**config.mk**
```make
export PLATFORM = sky130hd
export DESIGN_NAME = reg_writeback_arbiter
export DESIGN_NICKNAME = d
export VERILOG_FILES = /design/src/rtl/reg_writeback_arbiter.sv
export SDC_FILE = /design/constraint.sdc
export NUM_CORES = 1
export LEC_CHECK = 0
export CAP_MARGIN = 10
export CORE_MARGIN = 1.5
export CORE_UTILIZATION = 58
export CTS_CLUSTER_SIZE = 30
export DETAILED_ROUTE_END_ITERATION = 16
export PLACE_DENSITY = 0.85
export SETUP_SLACK_MARGIN = 0.02
export SYNTH_ARGS = -nofsm -noshare
export SYNTH_HDL_FRONTEND = slang
export SYNTH_SLANG_ARGS = --single-unit
```
**constraint.sdc**
```tcl
create_clock -name clk -period 4.2 [get_ports clk]
set_input_delay 0.42 -clock clk [delete_from_list [all_inputs] [get_ports clk]]
set_output_delay 0.42 -clock clk [all_outputs]
set_load 0.02 [all_outputs]
```
**src/rtl/reg_writeback_arbiter.sv**
```systemverilog
// Register-file write-port arbiter: W-stage results win by default, long-latency results
// are queued in order and drained when the port is free or after a starvation bubble.
module reg_writeback_arbiter #(
    parameter int DATA_WIDTH   = 32,
    parameter int FIFO_DEPTH   = 4,
    parameter int STARVE_LIMIT = 8
) (
    input  logic                           clk,
    input  logic                           rst,
    input  logic                           pipe_we,
    input  logic [4:0]                     pipe_rd,
    input  logic [DATA_WIDTH-1:0]          pipe_wd,
    input  logic                           mc_valid,
    output logic                           mc_ready,
    input  logic [4:0]                     mc_rd,
    input  logic [DATA_WIDTH-1:0]          mc_wd,
    output logic                           write_enable,
    output logic [4:0]                     a3,
    output logic [DATA_WIDTH-1:0]          wd3,
    output logic                           stall_req,
    output logic [$clog2(FIFO_DEPTH):0]    fifo_count
);

    localparam int PW = $clog2(FIFO_DEPTH);
    localparam int CW = PW + 1;
    localparam int SW = $clog2(STARVE_LIMIT + 1);
    localparam logic [CW-1:0] FULL_CNT   = CW'(FIFO_DEPTH);
    localparam logic [SW-1:0] STARVE_MAX = SW'(STARVE_LIMIT);

    logic [4:0]            r_fifo_rd [FIFO_DEPTH];
    logic [DATA_WIDTH-1:0] r_fifo_wd [FIFO_DEPTH];
    logic [PW-1:0]         r_head;
    logic [PW-1:0]         r_tail;
    logic [CW-1:0]         r_count;
    logic [SW-1:0]         r_starve;
    logic                  r_we;
    logic [4:0]            r_a3;
    logic [DATA_WIDTH-1:0] r_wd3;

    logic w_fifo_ne;
    logic w_pipe_valid;
    logic w_stall;
    logic w_ready;
    logic w_push;
    logic w_pop;
    logic w_pipe_sel;

    assign w_fifo_ne    = (r_count != '0);
    assign w_pipe_valid = pipe_we && (pipe_rd != 5'd0);
    assign w_stall      = !rst && (r_starve == STARVE_MAX);
    assign w_ready      = !rst && (r_count != FULL_CNT);
    // x0 results complete the handshake but are never buffered
    assign w_push       = mc_valid && w_ready && (mc_rd != 5'd0);
    // A starvation bubble lets the FIFO win even against a (contract-violating) pipe write
    assign w_pop        = w_fifo_ne && (w_stall || !w_pipe_valid);
    assign w_pipe_sel   = w_pipe_valid && !w_pop;

    assign mc_ready     = w_ready;
    assign stall_req    = w_stall;
    assign fifo_count   = r_count;
    assign write_enable = r_we;
    assign a3           = r_a3;
    assign wd3          = r_wd3;

    // FIFO storage; contents need no reset because count/pointers gate every read
    always_ff @(posedge clk) begin
        if (w_push && !rst) begin
            r_fifo_rd[r_tail] <= mc_rd;
            r_fifo_wd[r_tail] <= mc_wd;
        end
    end

    // FIFO pointers, occupancy and starvation counter
    always_ff @(posedge clk) begin
        if (rst) begin
            r_head   <= '0;
            r_tail   <= '0;
            r_count  <= '0;
            r_starve <= '0;
        end else begin
            if (w_push) begin
                r_tail <= r_tail + PW'(1);
            end
            if (w_pop) begin
                r_head <= r_head + PW'(1);
            end
            case ({w_push, w_pop})
                2'b10:   r_count <= r_count + CW'(1);
                2'b01:   r_count <= r_count - CW'(1);
                default: r_count <= r_count;
            endcase
            if (w_pop || !w_fifo_ne) begin
                r_starve <= '0;
            end else if (w_pipe_sel && (r_starve != STARVE_MAX)) begin
                r_starve <= r_starve + SW'(1);
            end else begin
                r_starve <= r_starve;
            end
        end
    end

    // Registered write port; address/data hold when idle
    always_ff @(posedge clk) begin
        if (rst) begin
            r_we  <= 1'b0;
            r_a3  <= 5'd0;
            r_wd3 <= '0;
        end else if (w_pop) begin
            r_we  <= 1'b1;
            r_a3  <= r_fifo_rd[r_head];
            r_wd3 <= r_fifo_wd[r_head];
        end else if (w_pipe_sel) begin
            r_we  <= 1'b1;
            r_a3  <= pipe_rd;
            r_wd3 <= pipe_wd;
        end else begin
            r_we  <= 1'b0;
        end
    end

endmodule

```
-- After elaboration in Yosys (flattened, before gate mapping)
Memories as Yosys holds them, arrays and structs flattened. A register that Yosys moved wholly into a read port is not among the register bits.
Cells that the tools add are included.
Widths: inputs -> output; s select.
- multiplexer cells: 13
- $add $sub $neg: 5
- reductions and logical operators: 21
- equality and inequality tests: 5
- operators by type and width (operator ; count):
    $mux 32 ; 2
    $mux 5 ; 2
    $reduce_bool 5->1 ; 2
    $logic_and 1x1->1 ; 9
    $mux 2 ; 4
    $pmux 3 s2 ; 1
    $add 2x1->2 const B ; 2
    $add 4x1->4 const B ; 1
    $eq 4x4->1 const B ; 1
    $logic_not 1->1 ; 4
    $mux 1 ; 4
    $ne 4x4->1 const B ; 1
    $reduce_bool 2->1 ; 2
    $add 3x1->3 const B ; 1
    $ne 3x3->1 const B ; 1
    $reduce_bool 3->1 ; 1
    $sub 3x1->3 const B ; 1
    $eq 2x1->1 const B ; 1
    $eq 2x2->1 const B ; 1
    $logic_or 1x1->1 ; 2
    $reduce_or 2->1 ; 1
- output and inout port bits: 43
- word-level logic and storage cells: 53
- input bits: 78
- RAM bits: 148
- memories kept: 2
- register bits: 49
- memories (memory ; words ; width ; rd ports ; clocked after Yosys merged registers in ; write ports ; line ; source):
    r_fifo_wd ; 4 ; 32 ; 1 ; 1 ; 1 ; 31 ; logic [DATA_WIDTH-1:0] r_fifo_wd [FIFO_DEPTH];
    r_fifo_rd ; 4 ; 5 ; 1 ; 1 ; 1 ; 30 ; logic [4:0] r_fifo_rd [FIFO_DEPTH];

-- Logic depth before layout (Yosys ltp)
- depth in word-level cells: 9
- mapped depth: 13
- depth with buffers taken out: 11

-- Worst setup path before layout
OpenSTA, ideal clock, no wires.
- path kind: input to register
- from: in pipe_rd[0]
- to: reg r_count[2], in the netlist fifo_count[2]
- setup time: 0.071 ns
- setup slack: 1.522 ns
- stages: 11
- required time: 4.129 ns
- path buffers: 2
- data arrival time: 2.607 ns
- path through: or3_4 -> o211a_1 -> buf_2 -> clkbuf_1 -> nor2_1 -> ha_1 -> inv_1 -> fa_1 -> xor2_1 -> or3_1 -> a21oi_1
- word-level cells in the longest chain between the ends: 7
- elaborated cells between the ends (all ways): 9
- those cells by class: eq/ne (2); mux (1); reduce/logical (6)
- RTL lines (element ; line ; source):
    from (decl) ; 11 ; input logic [4:0] pipe_rd,
    $reduce_bool 5->1 (*) ; 49 ; assign w_pipe_valid = pipe_we && (pipe_rd != 5'd0);
    $logic_and 1x1->1 (*) ; 49 ;
    $logic_not 1->1 (*) ; 55 ; assign w_pop = w_fifo_ne && (w_stall || !w_pipe_valid);
    $logic_or 1x1->1 (*) ; 55 ;
    $logic_and 1x1->1 (*) ; 55 ;
    $eq 2x1->1 / $eq 2x2->1 (equally long branches) ; 87 ; case ({w_push, w_pop})
    $pmux 3 s2 / $reduce_bool 2->1 (equally long branches) ; n/a ;
    to (signal assigned) ; 88 ; 2'b10: r_count <= r_count + CW'(1);
    to (signal assigned) ; 89 ; 2'b01: r_count <= r_count - CW'(1);
    to (signal assigned) ; 90 ; default: r_count <= r_count;
    to (decl) ; 34 ; logic [CW-1:0] r_count;
Every way passes the cells marked *; elsewhere a longest branch is shown, timed or not.
A chain may end at the register's enable or synchronous reset.

-- Worst setup path after layout
Same ends and word-level chain as after synthesis.

==> impl_metrics.env <==
export IMPL_antenna_found_initial=0
export IMPL_firstDrtPassIters=5
export IMPL_drt_wl_total_um=17600
export IMPL_dieArea_um2=14500
export IMPL_rsz0062_at_grt="no"
export IMPL_cts_tree="done"
export IMPL_coreArea_um2=13300
export IMPL_synth_top_area_frac=0.557
export IMPL_ys_types=40
export IMPL_io_buffer_count=120
export IMPL_cts_buffers=17
export IMPL_routedWlPerCell_um=22.2
export IMPL_antenna_cells=0
export IMPL_worstMarginPinSlew_ns=1.05
export IMPL_outcome="finished, final reports clean"
export IMPL_syn_instance_count=489
export IMPL_gp_congestion=0.736
export IMPL_die_h_um=120
export IMPL_synth_top_area_cell="edfxtp_1"
export IMPL_die_x_um=120
export IMPL_power_leakage_nw=3.27
export IMPL_start_util=0.597
export IMPL_slew_headroom=0.303
export IMPL_drive_above_1_share=0.130
export IMPL_max_vdd_ir_drop_v=0.000417
export IMPL_cts_path_max_buffers=2
export IMPL_setup_tns_ns=0
export IMPL_dp_final_hpwl_um=10500
export IMPL_cp_top_family="simple AND/OR/NAND/NOR gates"
export IMPL_fin_crit_sh=0.683
export IMPL_cap_violations=0
export IMPL_h_tree_depth=4
export IMPL_syn_area_um2=7980
export IMPL_syn_to_final_growth_pct=24.2
export IMPL_num_rows=42
export IMPL_layout_common_cells="edfxtp_1, clkdlybuf4s50_1, dfxtp_1, mux4_2, a211oi_1"
export IMPL_grtUsageTotal=0.257
export IMPL_cts_root_buf="clkbuf_16"
export IMPL_max_freq_mhz=349
export IMPL_crit_path_end_kind="flip-flop"
export IMPL_final_common_cell="edfxtp_1"
export IMPL_vias_per_cell=6.18
export IMPL_drtIter0Drc=478
export IMPL_cp_required_ns=4.55
export IMPL_crit_slowest_cell="or3_4"
export IMPL_postLayoutCellArea_um2=9900
export IMPL_drc_errors=0
export IMPL_clk_pin_slew_ns=0.06
export IMPL_hold_path_depth=1
export IMPL_skew_ns=0.00781
export IMPL_nNetsFinal=688
export IMPL_grt_pass1_vias=5108
export IMPL_hp_class="reg -> reg"
export IMPL_hold_viol=0
export IMPL_grt_ovfl_total=0
export IMPL_yosysWarnings=0
export IMPL_hold_buffers=0
export IMPL_cts_sinks=199
export IMPL_placed_area_um2=9330
export IMPL_path_max_fanout=37
export IMPL_yosysSeqAreaShare=0.685
export IMPL_io_pins=121
export IMPL_worst_path_buf_inv=3
export IMPL_yosys_most_used_dff="edfxtp_1"
export IMPL_power_density_nw_per_um2=589
export IMPL_crit_cells=11
export IMPL_cp_start_kind="input pin"
export IMPL_max_stage_delay_ns=0.44
export IMPL_cp_cell_sequence="clkdlybuf4s50_1, or3_4, o211a_1, buf_4, nor2_1, ha_1, inv_1, fa_1, xor2_1, or3_1, a21oi_1"
export IMPL_synth_edf_count=148
export IMPL_grt_max_degree=78
export IMPL_post_cts_buffers=0
export IMPL_ys_ff_latch=199
export IMPL_period_minus_slack_ns=2.87
export IMPL_grt_pass1_wl_um=27500
export IMPL_synth_area_top_cells="edfxtp_1, dfxtp_1, mux4_2"
export IMPL_vias=4885
export IMPL_critPathKind="in -> reg"
export IMPL_worstRegToRegCells=12
export IMPL_syn_avg_cell_area_um2=16.3
export IMPL_ant_nets=0
export IMPL_worst_endpoint_arrival_ns=3.22
export IMPL_synth_async_reset_ratio=0
export IMPL_finalSetupViolCount=0
export IMPL_syn_nets=575
export IMPL_drv_slew=0
export IMPL_clock_latency_ns=0.43
export IMPL_post_cts_resized=0
final cells by class:
class | instances | area, um^2
Sequential cell | 199 | 5470
Fill cell | 793 | 3440
Multi-Input combinational cell | 245 | 2350
Timing Repair Buffer | 126 | 1250
Clock buffer | 22 | 444
Tap cell | 176 | 220
Clock inverter | 10 | 130
Inverter | 13 | 48.8
worst paths after layout:
path	slack, ns	endpoint	startpoint
worst max-delay path	1.33	fifo_count[2]$_SDFFE_PP0P_	pipe_rd[0]
worst min-delay path	0.47	r_starve[0]$_SDFFE_PP0P_	r_starve[0]$_SDFFE_PP0P_
worst max register to register	1.40	fifo_count[2]$_SDFFE_PP0P_	r_starve[0]$_SDFFE_PP0P_
worst min register to register	0.47	r_starve[0]$_SDFFE_PP0P_	r_starve[0]$_SDFFE_PP0P_
power breakdown:
group	switching (W)	internal (W)	total (W)
Combinational	0.000909	0.000771	0.00168
Sequential	0.000185	0.00236	0.00255
Clock	0.000668	0.000931	0.00160
Total	0.00176	0.00407	0.00583
worst register-to-register path, cell delays in order, from the launching register on:
cell	delay [ns]
dfxtp_1	0.34
inv_1	0.07
ha_1	0.17
nand4bb_1	0.25
o211a_1	0.19
buf_4	0.27
nor2_1	0.16
ha_1	0.20
inv_1	0.06
fa_1	0.37
xor2_1	0.15
or3_1	0.31
a21oi_1	0.18
cells by family (layout without fill, tap and decap cells):
group | count (synthesis) | after routing | synth area share
buffers and inverters | 45 | 171 | 0.0249
muxes | 70 | 70 | 0.146
and+or+nand+nor | 73 | 73 | 0.0433
adders and majority gates | 8 | 8 | 0.0135
DFF | 199 | 199 | 0.685
AOI/OAI and AO/OA | 91 | 91 | 0.0836
xor gates and xnor gates | 3 | 3 | 0.00330
flip-flops by register name, indices dropped and copies added, names as in the netlist, named ones only:
name	flops
r_starve	4
write_enable	1
wd3	32
r_head	2
r_fifo_wd	128
fifo_count	3
a3	5
r_fifo_rd	20
r_tail	2
through the flow:
stage | utilization | total power, W | hold slack [ns] | setup slack [ns] | cells
after floorplan | - | 0.00357 | 0.430 | 1.52 | 489
after global placement | 0.699 | 0.00419 | 0.442 | 1.04 | 759
after detailed placement | 0.699 | 0.00425 | 0.468 | 0.935 | 759
after CTS | 0.742 | 0.00584 | 0.480 | 1.32 | 791
after global routing | 0.742 | 0.00605 | 0.499 | 1.21 | 791
final | 0.742 | 0.00583 | 0.472 | 1.33 | 791
synth_stat cells (3+ instances only):
master,n
a211oi_1,33
a21oi_1,7
a31oi_1,5
and3_1,4
buf_1,5
buf_2,11
buf_4,4
clkbuf_1,11
dfxtp_1,51
edfxtp_1,148
ha_1,7
inv_1,12
mux2i_1,32
mux4_2,37
nand2_1,13
nand3_1,3
nor2_1,30
nor3_1,11
o21bai_1,10
o221ai_1,6
o31ai_1,24
or3_1,3
xor2_1,3
layer usage:
layer  wire length, um  vias to the layer above  GRT usage
met5                 0                        -          0
met4               562                        0      0.121
met1              6530                     2437      0.300
met3               907                       51     0.0524
met2              9600                      210      0.457
li1                  -                     2187          -
No activity file was read; power rests on OpenSTA's default activity.
